**config.mk**
```make
export PLATFORM = sky130hd
export DESIGN_NAME = fb_rect_filler
export DESIGN_NICKNAME = d
export VERILOG_FILES = /design/src/rtl/fb_rect_filler.sv
export SDC_FILE = /design/constraint.sdc
export NUM_CORES = 1
export LEC_CHECK = 0
export BUFFER_PORTS_ARGS = -buffer_cell sky130_fd_sc_hd__clkbuf_2
export CORE_UTILIZATION = 60
export CTS_BUF_LIST = sky130_fd_sc_hd__clkbuf_2 sky130_fd_sc_hd__clkbuf_4 sky130_fd_sc_hd__clkbuf_8
export CTS_CLUSTER_DIAMETER = 120
export DETAILED_ROUTE_END_ITERATION = 8
export PLACE_DENSITY = 0.8
export SLEW_MARGIN = 40
export SYNTH_ARGS = -nofsm -noshare
export SYNTH_HDL_FRONTEND = slang
export SYNTH_SLANG_ARGS = --single-unit
export TNS_END_PERCENT = 20
```
**constraint.sdc**
```tcl
create_clock -name Clk -period 5.7 [get_ports Clk]
set_input_delay 1.14 -clock Clk [delete_from_list [all_inputs] [get_ports Clk]]
set_output_delay 1.14 -clock Clk [all_outputs]
set_load 0.01 [all_outputs]
```
**src/rtl/fb_rect_filler.sv**
```systemverilog
// ============================================================================
// Module  : fb_rect_filler
// Purpose : Fills an axis-aligned rectangle of a linear 8-bit framebuffer with
//           a single colour, one pixel per granted write, in raster order.
//           The rectangle is clipped to the framebuffer edges; empty or fully
//           off-screen rectangles complete without writing anything.
// Ports   : Clk, Reset          - clock, synchronous active-high reset
//           cmd_valid/cmd_ready - command handshake (ready only in IDLE)
//           cmd_x/y/w/h         - rectangle origin and size in pixels
//           cmd_color           - pixel value to write
//           fb_we/addr/wdata    - write request, address y*FB_WIDTH+x, data
//           fb_grant            - write accepted when fb_we && fb_grant
//           busy                - high whenever not IDLE
//           done                - one-cycle pulse when a command completes
// Revision: 1.0 - initial release
// ============================================================================
`default_nettype none

module fb_rect_filler #(
  parameter int FB_WIDTH  = 480,
  parameter int FB_HEIGHT = 360
) (
  input  logic        Clk,
  input  logic        Reset,
  input  logic        cmd_valid,
  output logic        cmd_ready,
  input  logic [9:0]  cmd_x,
  input  logic [9:0]  cmd_y,
  input  logic [9:0]  cmd_w,
  input  logic [9:0]  cmd_h,
  input  logic [7:0]  cmd_color,
  output logic        fb_we,
  output logic [17:0] fb_addr,
  output logic [7:0]  fb_wdata,
  input  logic        fb_grant,
  output logic        busy,
  output logic        done
);

  localparam logic [10:0] C_W11 = 11'(FB_WIDTH);
  localparam logic [10:0] C_H11 = 11'(FB_HEIGHT);
  localparam logic [17:0] C_W18 = 18'(FB_WIDTH);

  typedef enum logic [1:0] {
    IDLE  = 2'd0,
    SETUP = 2'd1,
    FILL  = 2'd2,
    DONE  = 2'd3
  } state_t;

  state_t state, state_next;

  // Holds cmd_ready low for the cycle following a reset edge so that ready
  // first rises on the edge after Reset is released.
  logic        post_reset;

  logic [9:0]  x_q, y_q, w_q, h_q;
  logic [10:0] x_end, y_end;
  logic [9:0]  cx, cy;
  logic [17:0] row_base;

  logic [10:0] sum_x, sum_y, x_end_calc, y_end_calc;
  logic [17:0] row_base_calc;
  logic        empty, accept, row_end, last_row;

  // 11-bit sums cannot wrap for 10-bit operands, so clipping is a plain min.
  always_comb begin
    sum_x         = {1'b0, x_q} + {1'b0, w_q};
    sum_y         = {1'b0, y_q} + {1'b0, h_q};
    x_end_calc    = (sum_x > C_W11) ? C_W11 : sum_x;
    y_end_calc    = (sum_y > C_H11) ? C_H11 : sum_y;
    row_base_calc = {8'd0, y_q} * C_W18;
    empty         = ({1'b0, x_q} >= C_W11) || ({1'b0, y_q} >= C_H11) ||
                    (w_q == 10'd0) || (h_q == 10'd0);
    row_end       = ({1'b0, cx} == (x_end - 11'd1));
    last_row      = ({1'b0, cy} == (y_end - 11'd1));
  end

  // --------------------------------------------------------------------------
  // FSM state register
  // --------------------------------------------------------------------------
  always_ff @(posedge Clk) begin
    if (Reset) begin
      state      <= IDLE;
      post_reset <= 1'b1;
    end else begin
      state      <= state_next;
      post_reset <= 1'b0;
    end
  end

  // --------------------------------------------------------------------------
  // FSM next state and outputs
  // --------------------------------------------------------------------------
  always_comb begin
    state_next = state;
    cmd_ready  = 1'b0;
    fb_we      = 1'b0;
    done       = 1'b0;
    busy       = (state != IDLE);
    accept     = 1'b0;
    case (state)
      IDLE: begin
        cmd_ready = !post_reset;
        accept    = cmd_valid && !post_reset;
        if (accept) state_next = SETUP;
      end
      SETUP: begin
        state_next = empty ? DONE : FILL;
      end
      FILL: begin
        fb_we = 1'b1;
        if (fb_grant && row_end && last_row) state_next = DONE;
      end
      DONE: begin
        done       = 1'b1;
        state_next = IDLE;
      end
      default: state_next = IDLE;
    endcase
  end

  // --------------------------------------------------------------------------
  // Datapath: command latch, clipped bounds, raster counters and address
  // --------------------------------------------------------------------------
  always_ff @(posedge Clk) begin
    if (Reset) begin
      x_q      <= '0;
      y_q      <= '0;
      w_q      <= '0;
      h_q      <= '0;
      x_end    <= '0;
      y_end    <= '0;
      cx       <= '0;
      cy       <= '0;
      row_base <= '0;
      fb_addr  <= '0;
      fb_wdata <= '0;
    end else begin
      case (state)
        IDLE: begin
          if (accept) begin
            x_q      <= cmd_x;
            y_q      <= cmd_y;
            w_q      <= cmd_w;
            h_q      <= cmd_h;
            fb_wdata <= cmd_color;
          end
        end
        SETUP: begin
          x_end <= x_end_calc;
          y_end <= y_end_calc;
          if (!empty) begin
            row_base <= row_base_calc;
            cx       <= x_q;
            cy       <= y_q;
            fb_addr  <= row_base_calc + {8'd0, x_q};
          end
        end
        FILL: begin
          if (fb_grant) begin
            if (!row_end) begin
              cx      <= cx + 10'd1;
              fb_addr <= fb_addr + 18'd1;
            end else if (!last_row) begin
              cy       <= cy + 10'd1;
              cx       <= x_q;
              row_base <= row_base + C_W18;
              fb_addr  <= row_base + C_W18 + {8'd0, x_q};
            end
          end
        end
        default: ;
      endcase
    end
  end

endmodule

`default_nettype wire

```
==> reports/metrics.yaml <==
htree_levels: 4
clock-sinks: 124
hold_class: "reg2reg"
fin_crit_sh_pct: 75.4
total_power_mw: 4.20
die_h_um: 126
hold_violations: 0
synthToLayoutAreaGrowth_pct: 10.2
slowest_stage: "fa_1"
setup_viol: 0
synth.distinct_cells: 78
cap_violations: 0
synth_common_cells: "153 x nand2_1, 124 x dfxtp_1, 112 x a21oi_1"
avgViaCountPerCell: 6.24
outcome: "complete, no violations"
firstDrtPassIters: 7
cp-start-kind: "register"
antenna_left: 0
synthTopCellsByArea: "dfxtp_1 27%, ha_1 8.3%, nand2_1 6.2%"
cts_made_buffers: 17
portBuffers: 81
synth_most_common_cell: "nand2_1"
grt_pass1_wl_um: 40200
crit_path_end_kind: "register"
start_util_pct: 62.3
yosysWarnings: 0
peakVddDrop_v: 0.000260
synth_top_area_share_pct: 27.0
hpwl_um: 17700
seq_area_frac_synth_pct: 27.0
syn_inst: 1164
antenna_found_initial: 0
synth_top_flop_cell: "dfxtp_1"
wl_per_cell_um: 17.1
grt_pass1_vias: 8255
syn-cell-area_um2: 9190
grt_max_degree: 57
slowest_delay_ns: 0.51
worst_hold_slack_ns: 0.458
drive_gt1_share_pct: 12.5
critPathKind: "reg2reg"
synth_area_leader_cell: "dfxtp_1"
power_density_nw_per_um2: 415
die_w_um: 126
synth.avg_cell_area_um2: 7.90
coreArea_um2: 14800
num_vias: 8836
synth_edf_count: 0
cts_tree: "done"
slew_headroom_pct: 46.7
root_buffer: "clkbuf_8"
synthArstFlopShare_pct: 0
ioPinCount: 82
clk-insertion-delay-late_ns: 0.47
ys_ff_latch: 124
critPathMaxFanout: 6
wirelength_um: 24300
p_leak_nw: 4.05
drc: 0
crit_chain: "inv_1, fa_1, fa_1, inv_1, ha_1, a211oi_1, nor2_1, xor2_1, nand3_1, nor4_1, nor3b_1, nor3_1, o31ai_1"
antennaDiodeCount: 0
clockBufferDepth: 2
synth_fp_nets: 1297
dieArea_um2: 15800
fmaxAchievable_ghz: 0.233
rows: 44
worstPathRequired_ns: 6.08
clkTransAtPathRegs_ns: 0.08
slew_violations: 0
setup-tns-final_ns: 0
finalClockSkew_ns: 0.0144
fin_crit_ns: 4.30
rsz0062_at_grt: "false"
gp_congestion: 0.876
final_core_util_pct: 68.7
track_usage_pct: 31.5
drt_iter0_drc: 751
final_nets: 1352
postCtsSetupRepairBufs: 0
worst_pin_slew_ns: 0.780
grt_overflow: 0
crit_arrival_ns: 4.68
cts_hold_buf: 0
cts_resized: 0
[layer usage]
metal,share of wire (%),global-route usage [%],vias to the layer above
li1,-,-,4286
met5,0,0,-
met3,8.0,6.20,39
met2,45,50.7,372
met4,1.9,11.3,0
met1,45,42.2,4139
[worst paths after layout]
check	end	slack, ns	cells past startpoint	start
max	fb_addr[16]	1.40	13	y_q[3]
min	fb_wdata[1]	0.46	2	fb_wdata[1]
max reg2reg	fb_addr[16]	1.40	13	y_q[3]
min reg2reg	fb_wdata[1]	0.46	2	fb_wdata[1]
[final cells by class]
type | count | area (um^2)
multi-input cells | 915 | 6230
fillers | 1246 | 4620
flip-flops and latches | 124 | 2480
repair buffers | 93 | 515
clock buffers | 22 | 278
inverters | 68 | 255
well taps | 184 | 230
clock inverters | 10 | 140
[flip-flops by register name (all words and copies together), names as in the netlist, 10 cells and up]
signal / flops
fb_addr: 18
row_base: 13
x_end: 11
y_end: 11
cx: 10
cy: 10
h_q: 10
w_q: 10
x_q: 10
y_q: 10
[cell usage in the layout, fill, tap and decap left out, types with 22 or more instances in the layout]
cell      instances
inv_1            68
dfxtp_1         124
xnor2_1          41
o21ai_0          62
clkbuf_2         80
nand3_1          27
xor2_1           33
ha_1             60
a21oi_1         112
nor2_1           74
nand2_1         153
nor3_1           29
a211oi_1         22
[report_power, final]
part	total (mW)	internal, mW	switching [mW]
combinational	2.09	0.803	1.29
clock	0.839	0.463	0.375
sequential	1.27	1.03	0.241
total	4.20	2.30	1.91
[worst max-delay path: cells and delay by family, from the launching register on]
kind,cells,cell delay [ns]
and+or+nand+nor,5,1.19
buffers and inverters,2,0.22
AOI/OAI and AO/OA,2,0.64
adders and majority gates,3,1.23
xor gates and xnor gates,1,0.46
DFF,1,0.47
[through the flow]
stage,cells,setup WS [ns],instance area [um^2]
floorplan,1164,2.02,9190
global placement,1383,1.72,9670
detailed placement,1384,1.45,9710
CTS,1416,1.45,10100
global route,1416,0.975,10100
finish,1416,1.40,10100
[cells by family (layout without fill, tap and decap cells)]
family / after synthesis / in the layout / synth area share [%]
simple gates: 420 / 420 / 23.1
compound gates: 332 / 332 / 23.7
buf+inv: 125 / 193 / 5.65
flops: 124 / 124 / 27.0
fa+ha+maj: 81 / 81 / 12.7
xor+xnor: 74 / 74 / 7.05
mux: 8 / 8 / 0.885
(Power assumes the default switching activity.)
